$ cat src/rtl/shift_ctrl.sv
// shift_ctrl: serial-to-parallel frame capture controlled by an upstream sync FSM.
//
// A frame starts from IDLE when sync_state is high. The block then shifts in
// len_eff bits from sdin (len of 0 or above WIDTH means WIDTH). It presents the
// frame right-aligned on dout with dout_valid, and holds it until dout_ready.
// If sync_state drops before the last bit, the frame is abandoned. In that case
// a one-cycle fsm_rst pulse goes back to the sync FSM, and abort_cnt counts the
// abort (saturating).
//
// Ports:
//   clk, rst          clock, asynchronous active-low reset
//   sync_state        1 = upstream frame active
//   sdin              serial data bit
//   len               frame length in bits (sampled on frame start only)
//   dout_ready        downstream accept
//   sh_en             shift enable back to the sync FSM (registered)
//   fsm_rst           one-cycle abort pulse to the sync FSM (registered)
//   dout, dout_valid  captured frame and its valid flag (registered)
//   busy              not in IDLE
//   abort_cnt         saturating count of aborted frames
module shift_ctrl #(
  parameter int WIDTH = 64,
  parameter int LEN_W = 7
) (
  input  logic             clk,
  input  logic             rst,
  input  logic             sync_state,
  input  logic             sdin,
  input  logic [LEN_W-1:0] len,
  input  logic             dout_ready,
  output logic             sh_en,
  output logic             fsm_rst,
  output logic [WIDTH-1:0] dout,
  output logic             dout_valid,
  output logic             busy,
  output logic [7:0]       abort_cnt
);

  localparam int CNT_W = $clog2(WIDTH + 1);

  localparam logic [1:0] S_IDLE  = 2'd0;
  localparam logic [1:0] S_SHIFT = 2'd1;
  localparam logic [1:0] S_HOLD  = 2'd2;
  localparam logic [1:0] S_ABORT = 2'd3;

  logic [1:0]       state_q, state_d;
  logic [CNT_W-1:0] cnt_q, cnt_d;
  // Only WIDTH-1 history bits are ever needed. On the last edge the word is
  // {history, sdin}, and that word goes straight to dout.
  logic [WIDTH-2:0] sr_q, sr_d;
  logic [WIDTH-1:0] sr_next;
  logic [WIDTH-1:0] dout_q, dout_d;
  logic             sh_en_q, sh_en_d;
  logic             fsm_rst_q, fsm_rst_d;
  logic             dout_valid_q, dout_valid_d;
  logic [7:0]       abort_cnt_q, abort_cnt_d;
  logic [CNT_W-1:0] len_eff;

  // 0 and anything above WIDTH both mean a full-width frame.
  always_comb begin
    len_eff = CNT_W'(WIDTH);
    if (len != '0 && int'(len) <= WIDTH) len_eff = CNT_W'(len);
  end

  assign sr_next = {sr_q, sdin};

  always_comb begin
    state_d      = state_q;
    cnt_d        = cnt_q;
    sr_d         = sr_q;
    dout_d       = dout_q;
    sh_en_d      = sh_en_q;
    fsm_rst_d    = fsm_rst_q;
    dout_valid_d = dout_valid_q;
    abort_cnt_d  = abort_cnt_q;
    case (state_q)
      S_IDLE: begin
        sh_en_d      = 1'b0;
        fsm_rst_d    = 1'b0;
        dout_valid_d = 1'b0;
        if (sync_state) begin
          // The history is cleared here, so bits above len_eff-1 are
          // already zero when the frame completes.
          cnt_d   = len_eff;
          sr_d    = '0;
          sh_en_d = 1'b1;
          state_d = S_SHIFT;
        end
      end
      S_SHIFT: begin
        // The last-bit check comes before the abort check. A sync drop on
        // the final edge still delivers the frame.
        if (cnt_q <= CNT_W'(1)) begin
          sr_d         = sr_next[WIDTH-2:0];
          cnt_d        = '0;
          sh_en_d      = 1'b0;
          dout_d       = sr_next;
          dout_valid_d = 1'b1;
          state_d      = S_HOLD;
        end else if (!sync_state) begin
          cnt_d     = '0;
          sh_en_d   = 1'b0;
          fsm_rst_d = 1'b1;
          if (abort_cnt_q != 8'hFF) abort_cnt_d = abort_cnt_q + 8'd1;
          state_d   = S_ABORT;
        end else begin
          sr_d  = sr_next[WIDTH-2:0];
          cnt_d = cnt_q - CNT_W'(1);
        end
      end
      S_HOLD: begin
        if (dout_ready) begin
          dout_valid_d = 1'b0;
          state_d      = S_IDLE;
        end
      end
      S_ABORT: begin
        fsm_rst_d = 1'b0;
        state_d   = S_IDLE;
      end
      default: state_d = S_IDLE;
    endcase
  end

  always_ff @(posedge clk or negedge rst) begin
    if (!rst) begin
      state_q      <= S_IDLE;
      cnt_q        <= '0;
      sr_q         <= '0;
      dout_q       <= '0;
      sh_en_q      <= 1'b0;
      fsm_rst_q    <= 1'b0;
      dout_valid_q <= 1'b0;
      abort_cnt_q  <= '0;
    end else begin
      state_q      <= state_d;
      cnt_q        <= cnt_d;
      sr_q         <= sr_d;
      dout_q       <= dout_d;
      sh_en_q      <= sh_en_d;
      fsm_rst_q    <= fsm_rst_d;
      dout_valid_q <= dout_valid_d;
      abort_cnt_q  <= abort_cnt_d;
    end
  end

  assign sh_en      = sh_en_q;
  assign fsm_rst    = fsm_rst_q;
  assign dout       = dout_q;
  assign dout_valid = dout_valid_q;
  assign busy       = (state_q != S_IDLE);
  assign abort_cnt  = abort_cnt_q;

endmodule
$ cat config.mk
export PLATFORM = sky130hd
export DESIGN_NAME = shift_ctrl
export DESIGN_NICKNAME = d
export VERILOG_FILES = /design/src/rtl/shift_ctrl.sv
export SDC_FILE = /design/constraint.sdc
export NUM_CORES = 1
export LEC_CHECK = 0
export CAP_MARGIN = 20
export CORE_ASPECT_RATIO = 1.5
export CORE_MARGIN = 8
export CORE_UTILIZATION = 25
export CTS_BUF_LIST = sky130_fd_sc_hd__clkbuf_4
export CTS_CLUSTER_DIAMETER = 80
export DETAILED_ROUTE_END_ITERATION = 10
export PLACE_DENSITY = 0.4
export REMOVE_ABC_BUFFERS = 1
export SLEW_MARGIN = 25
export SYNTH_ARGS = -nofsm -noshare
export SYNTH_HDL_FRONTEND = slang
export SYNTH_SLANG_ARGS = --single-unit
$ cat constraint.sdc
create_clock -name clk -period 2.5 [get_ports clk]
set_input_delay 0.25 -clock clk [delete_from_list [all_inputs] [get_ports clk]]
set_output_delay 0.25 -clock clk [all_outputs]
set_load 0.01 [all_outputs]
==> summary.md <==
| Metric | Value |
|---|---|
| Status | `completed` |
| Total grt overflow | `0` |
| Worst Setup End Kind | `primary output` |
| Most frequent CP cell | `inv_1` |
| Setup WS post-layout | `193 ps` |
| RSZ-0062 raised after global routing | `false` |
| Total Neg Setup Slack | `0 ps` |
| Int Power | `4.05 mW` |
| Via density per instance | `4.60` |
| Ranking of synthesized cells by area | `dfrtp_1, mux2_2, o21ai_0` |
| Wire per inst | `16.3 µm` |
| Skew final | `23.4 ps` |
| Reg power frac | `0.424` |
| GR Util met3 | `0.0319` |
| DRT Pass-1 Iters | `4` |
| Clk pwr share | `0.240` |
| Placed cell areas | `0.00748 mm²` |
| CP Depth | `4` |
| GR Util met2 | `0.185` |
| Total routed wirelength | `15.7 mm` |
| Number of cell rows | `70` |
| Post-synth EDFFs | `0` |
| Die width | `145 µm` |
| Busiest metal layer after global routing | `met2` |
| Layout cells sized above 1 | `0.182` |
| Critical path class | `flip-flop to primary output` |
| CP max stage cell | `clkdlybuf4s50_1` |
| GRT Util Overall | `0.108` |
| Die Y | `209 µm` |
| Pwr Total | `6.56 mW` |
| Synth warn | `0` |
| Combinational Power Share | `0.336` |
| DRC Markers | `0` |
| Clk buf depth | `2` |
| Area grow syn2layout | `25.7%` |
| Final Slew Violations | `0` |
| Period Utilization, post-route | `0.923` |
| Clock sinks | `147` |
| Syn avg cell area | `11.4 µm²` |
| H-tree depth | `4` |
| Max-cap viol count | `0` |
| R2r worst-path depth | `7` |
| Worst-path cell chain | `inv_1 > ha_4 > inv_1 > clkdlybuf4s50_1` |
| Fmax | `0.433 GHz` |
| Number of global-route vias before repair | `4774` |
| Yosys top cell by area | `dfrtp_1` |
| Tightest Pin Transition | `635 ps` |
| Worst-path clk slew | `140 ps` |
| Largest net degree at the start of global routing | `67` |
| Critical path endpoint | `busy` |
| Req. time, crit path | `2250 ps` |
| CTS tree | `yes` |
| Nets@finish | `643` |
| Post-synth top area share | `0.592` |
| Worst hold path type | `input port to asynchronous set/reset pin` |
| Switch share | `0.382` |
| WP buf/inv | `3` |
| Final hold viol count | `0` |
| FF-to-FF Start | `cnt_q[1]` |
| Post-Synthesis Cells | `545` |
| Synth Flop Type | `dfrtp_1` |
| Met1 Usage GRT | `0.125` |
| CP arrival | `2060 ps` |
| # setup viols final | `0` |
| Cell area after layout | `0.00781 mm²` |
| Max FO, Critical Path | `7` |
| Launch point of the worst path | `state_q[1]` |
| Die area | `0.0303 mm²` |
| Power per cell area | `840 mW/mm²` |
| Clk Latency, worst-skew pair | `550 ps` |
| Slew margin rel. | `0.577` |
| Critical path's top delay family | `buffers and inverters` |
| HPWL after detailed placement | `10.0 mm` |
| Via count | `4427` |
| Async S/R FF share, synth | `1.00` |
| Final worst path period need | `2310 ps` |
| Port Buffer Count | `87` |
| First-pass GRT wire length | `25.6 mm` |
| Initial Util | `0.254` |
| CTS root buf | `clkbuf_4` |
| Leak Pwr | `3.34 nW` |
| Reg2reg setup slack | `220 ps` |
| Num CTS Buffers | `17` |
| Core area | `0.0244 mm²` |
| Reg2reg end | `sr_q[38]` |
| Initial antenna violation count | `1` |
| CP max stage delay | `560 ps` |
| Placer Congestion | `0.750` |
| Dpl ws | `206 ps` |
| # IOs | `88` |
| Psw | `2.51 mW` |
| Drt first-iter violations | `282` |
| Synth Cell Area | `0.00621 mm²` |
| Setup bufs post-CTS | `0` |
| Distinct cells, synth | `45` |
| Critical path startpoint category | `flip-flop` |
| Yosys reg bits | `147` |
| Seq/Total Area, Yosys | `0.592` |
| Antenna viol nets, final | `0` |
| Peak VDD IR | `0.680 mV` |
==> sequential cells by signal, indices dropped and copies added (netlist names) <==
name	count
sr_q	63
dout	64
cnt_q	7
state_q	2
fsm_rst	1
dout_valid	1
abort_cnt	8
sh_en	1
==> cell type report <==
type | instances | area [µm²]
clock inverter | 14 | 163
multi-input combinational | 354 | 2410
clock buffer | 18 | 135
fill | 2497 | 16600
sequential | 147 | 3680
tap | 324 | 405
timing repair buffer | 96 | 980
inverter | 7 | 26.3
antenna | 2 | 5.00
==> synthesized netlist by cell type, types with 2 or more instances <==
cell,number
o21ai_0,107
nand4_1,2
mux2_2,62
ha_1,8
a22o_1,3
xnor2_1,4
xor2_1,3
nor4_1,5
a211oi_1,3
nor3_1,4
o31ai_1,2
o21bai_1,2
a21oi_1,2
buf_2,13
mux2_1,7
nand2b_1,2
nor2_1,9
o211ai_1,2
clkbuf_1,24
o21ai_1,26
inv_1,7
dfrtp_1,147
nand3_1,6
mux2i_1,2
or3_1,2
a31oi_1,4
nand2_1,69
==> layer usage <==
layer | share of wire | vias to the layer above
met3 | 0.048 | 12
li1 | - | 2082
met1 | 0.42 | 2240
met2 | 0.52 | 93
met5 | 0 | -
met4 | 0.012 | 0
==> power groups by stage <==
| stage | Clock [mW] | Combinational [mW] | Sequential [mW] |
|---|---|---|---|
| after floorplan | 0 | 1.25 | 2.80 |
| after global placement | 0 | 2.19 | 2.81 |
| after detailed placement | 0 | 2.21 | 2.82 |
| after CTS | 1.66 | 2.22 | 2.78 |
| after global routing | 1.75 | 2.42 | 2.81 |
| final | 1.57 | 2.21 | 2.78 |
==> kinds of logic (layout without fill, tap and decap cells) <==
family | count (synthesis) | in the layout | synth area share
multiplexers | 71 | 71 | 0.128
buffers and inverters | 44 | 135 | 0.0292
AO/OA/AOI/OAI | 159 | 159 | 0.145
other | 0 | 2 | 0
XOR/XNOR | 7 | 7 | 0.00987
flip-flops | 147 | 147 | 0.592
AND/OR/NAND/NOR | 109 | 109 | 0.0799
adder cells (fa/ha/maj) | 8 | 8 | 0.0161
==> worst reg2reg max path: stages, from the launching register on <==
cell and delay, ps:
dfrtp_1 420, inv_1 90, ha_1 190, o21bai_1 300
a31oi_4 260, or2_2 140, buf_4 480, o21ai_0 260
==> cell usage in the layout, fill, tap and decap left out, types with 2 or more instances in the layout <==
cell and instances:
a21oi_1 2, nand2b_1 2, a211oi_1 3, xnor2_1 4, diode_2 2, clkbuf_4 18, nand3_1 6, nand4_1 2
dfrtp_1 146, nor2_1 9, o31ai_1 2, ha_4 2, nor3_1 4, o211ai_1 2, ha_1 6, mux2_2 62
o21ai_1 26, or3_1 2, xor2_1 3, nor4_1 5, nand2_1 69, inv_1 7, bufinv_16 3, o21bai_1 2
or2_2 2, clkdlybuf4s50_1 86, buf_4 5, buf_12 3, a22o_1 3, mux2_1 7, a31oi_1 3, o21ai_0 107
clkinv_2 3, clkinvlp_4 6
==> worst min-delay path by stage <==
| stage | startpoint | to | slack [ps] | depth (start not counted) |
|---|---|---|---|---|
| global route | rst | dout_valid | 230 | 2 |
| finish | rst | dout_valid | 240 | 2 |
| detailed placement | rst | fsm_rst | 290 | 1 |
| floorplan | rst | abort_cnt[0] | -50 | 0 |
| CTS | rst | state_q[0] | 190 | 2 |
| global placement | rst | sh_en | 290 | 1 |
==> stage by stage <==
step                hold slack (ps)   util  cells
floorplan                     -45.6      -    508
global placement                288  0.306    927
detailed placement              290  0.306    927
CTS                             186  0.319    960
global route                    227  0.320    962
finish                          237  0.320    962
==> what timing repair did <==
action | CTS | global route
resized for setup | 1 | 2
pin swaps | 0 | 0
endpoints found under the setup margin | 1 | 1
hold buffers | 1 | 0
endpoints found under the hold margin | 55 | 0
Note: power is estimated with default switching activity, not from simulation.
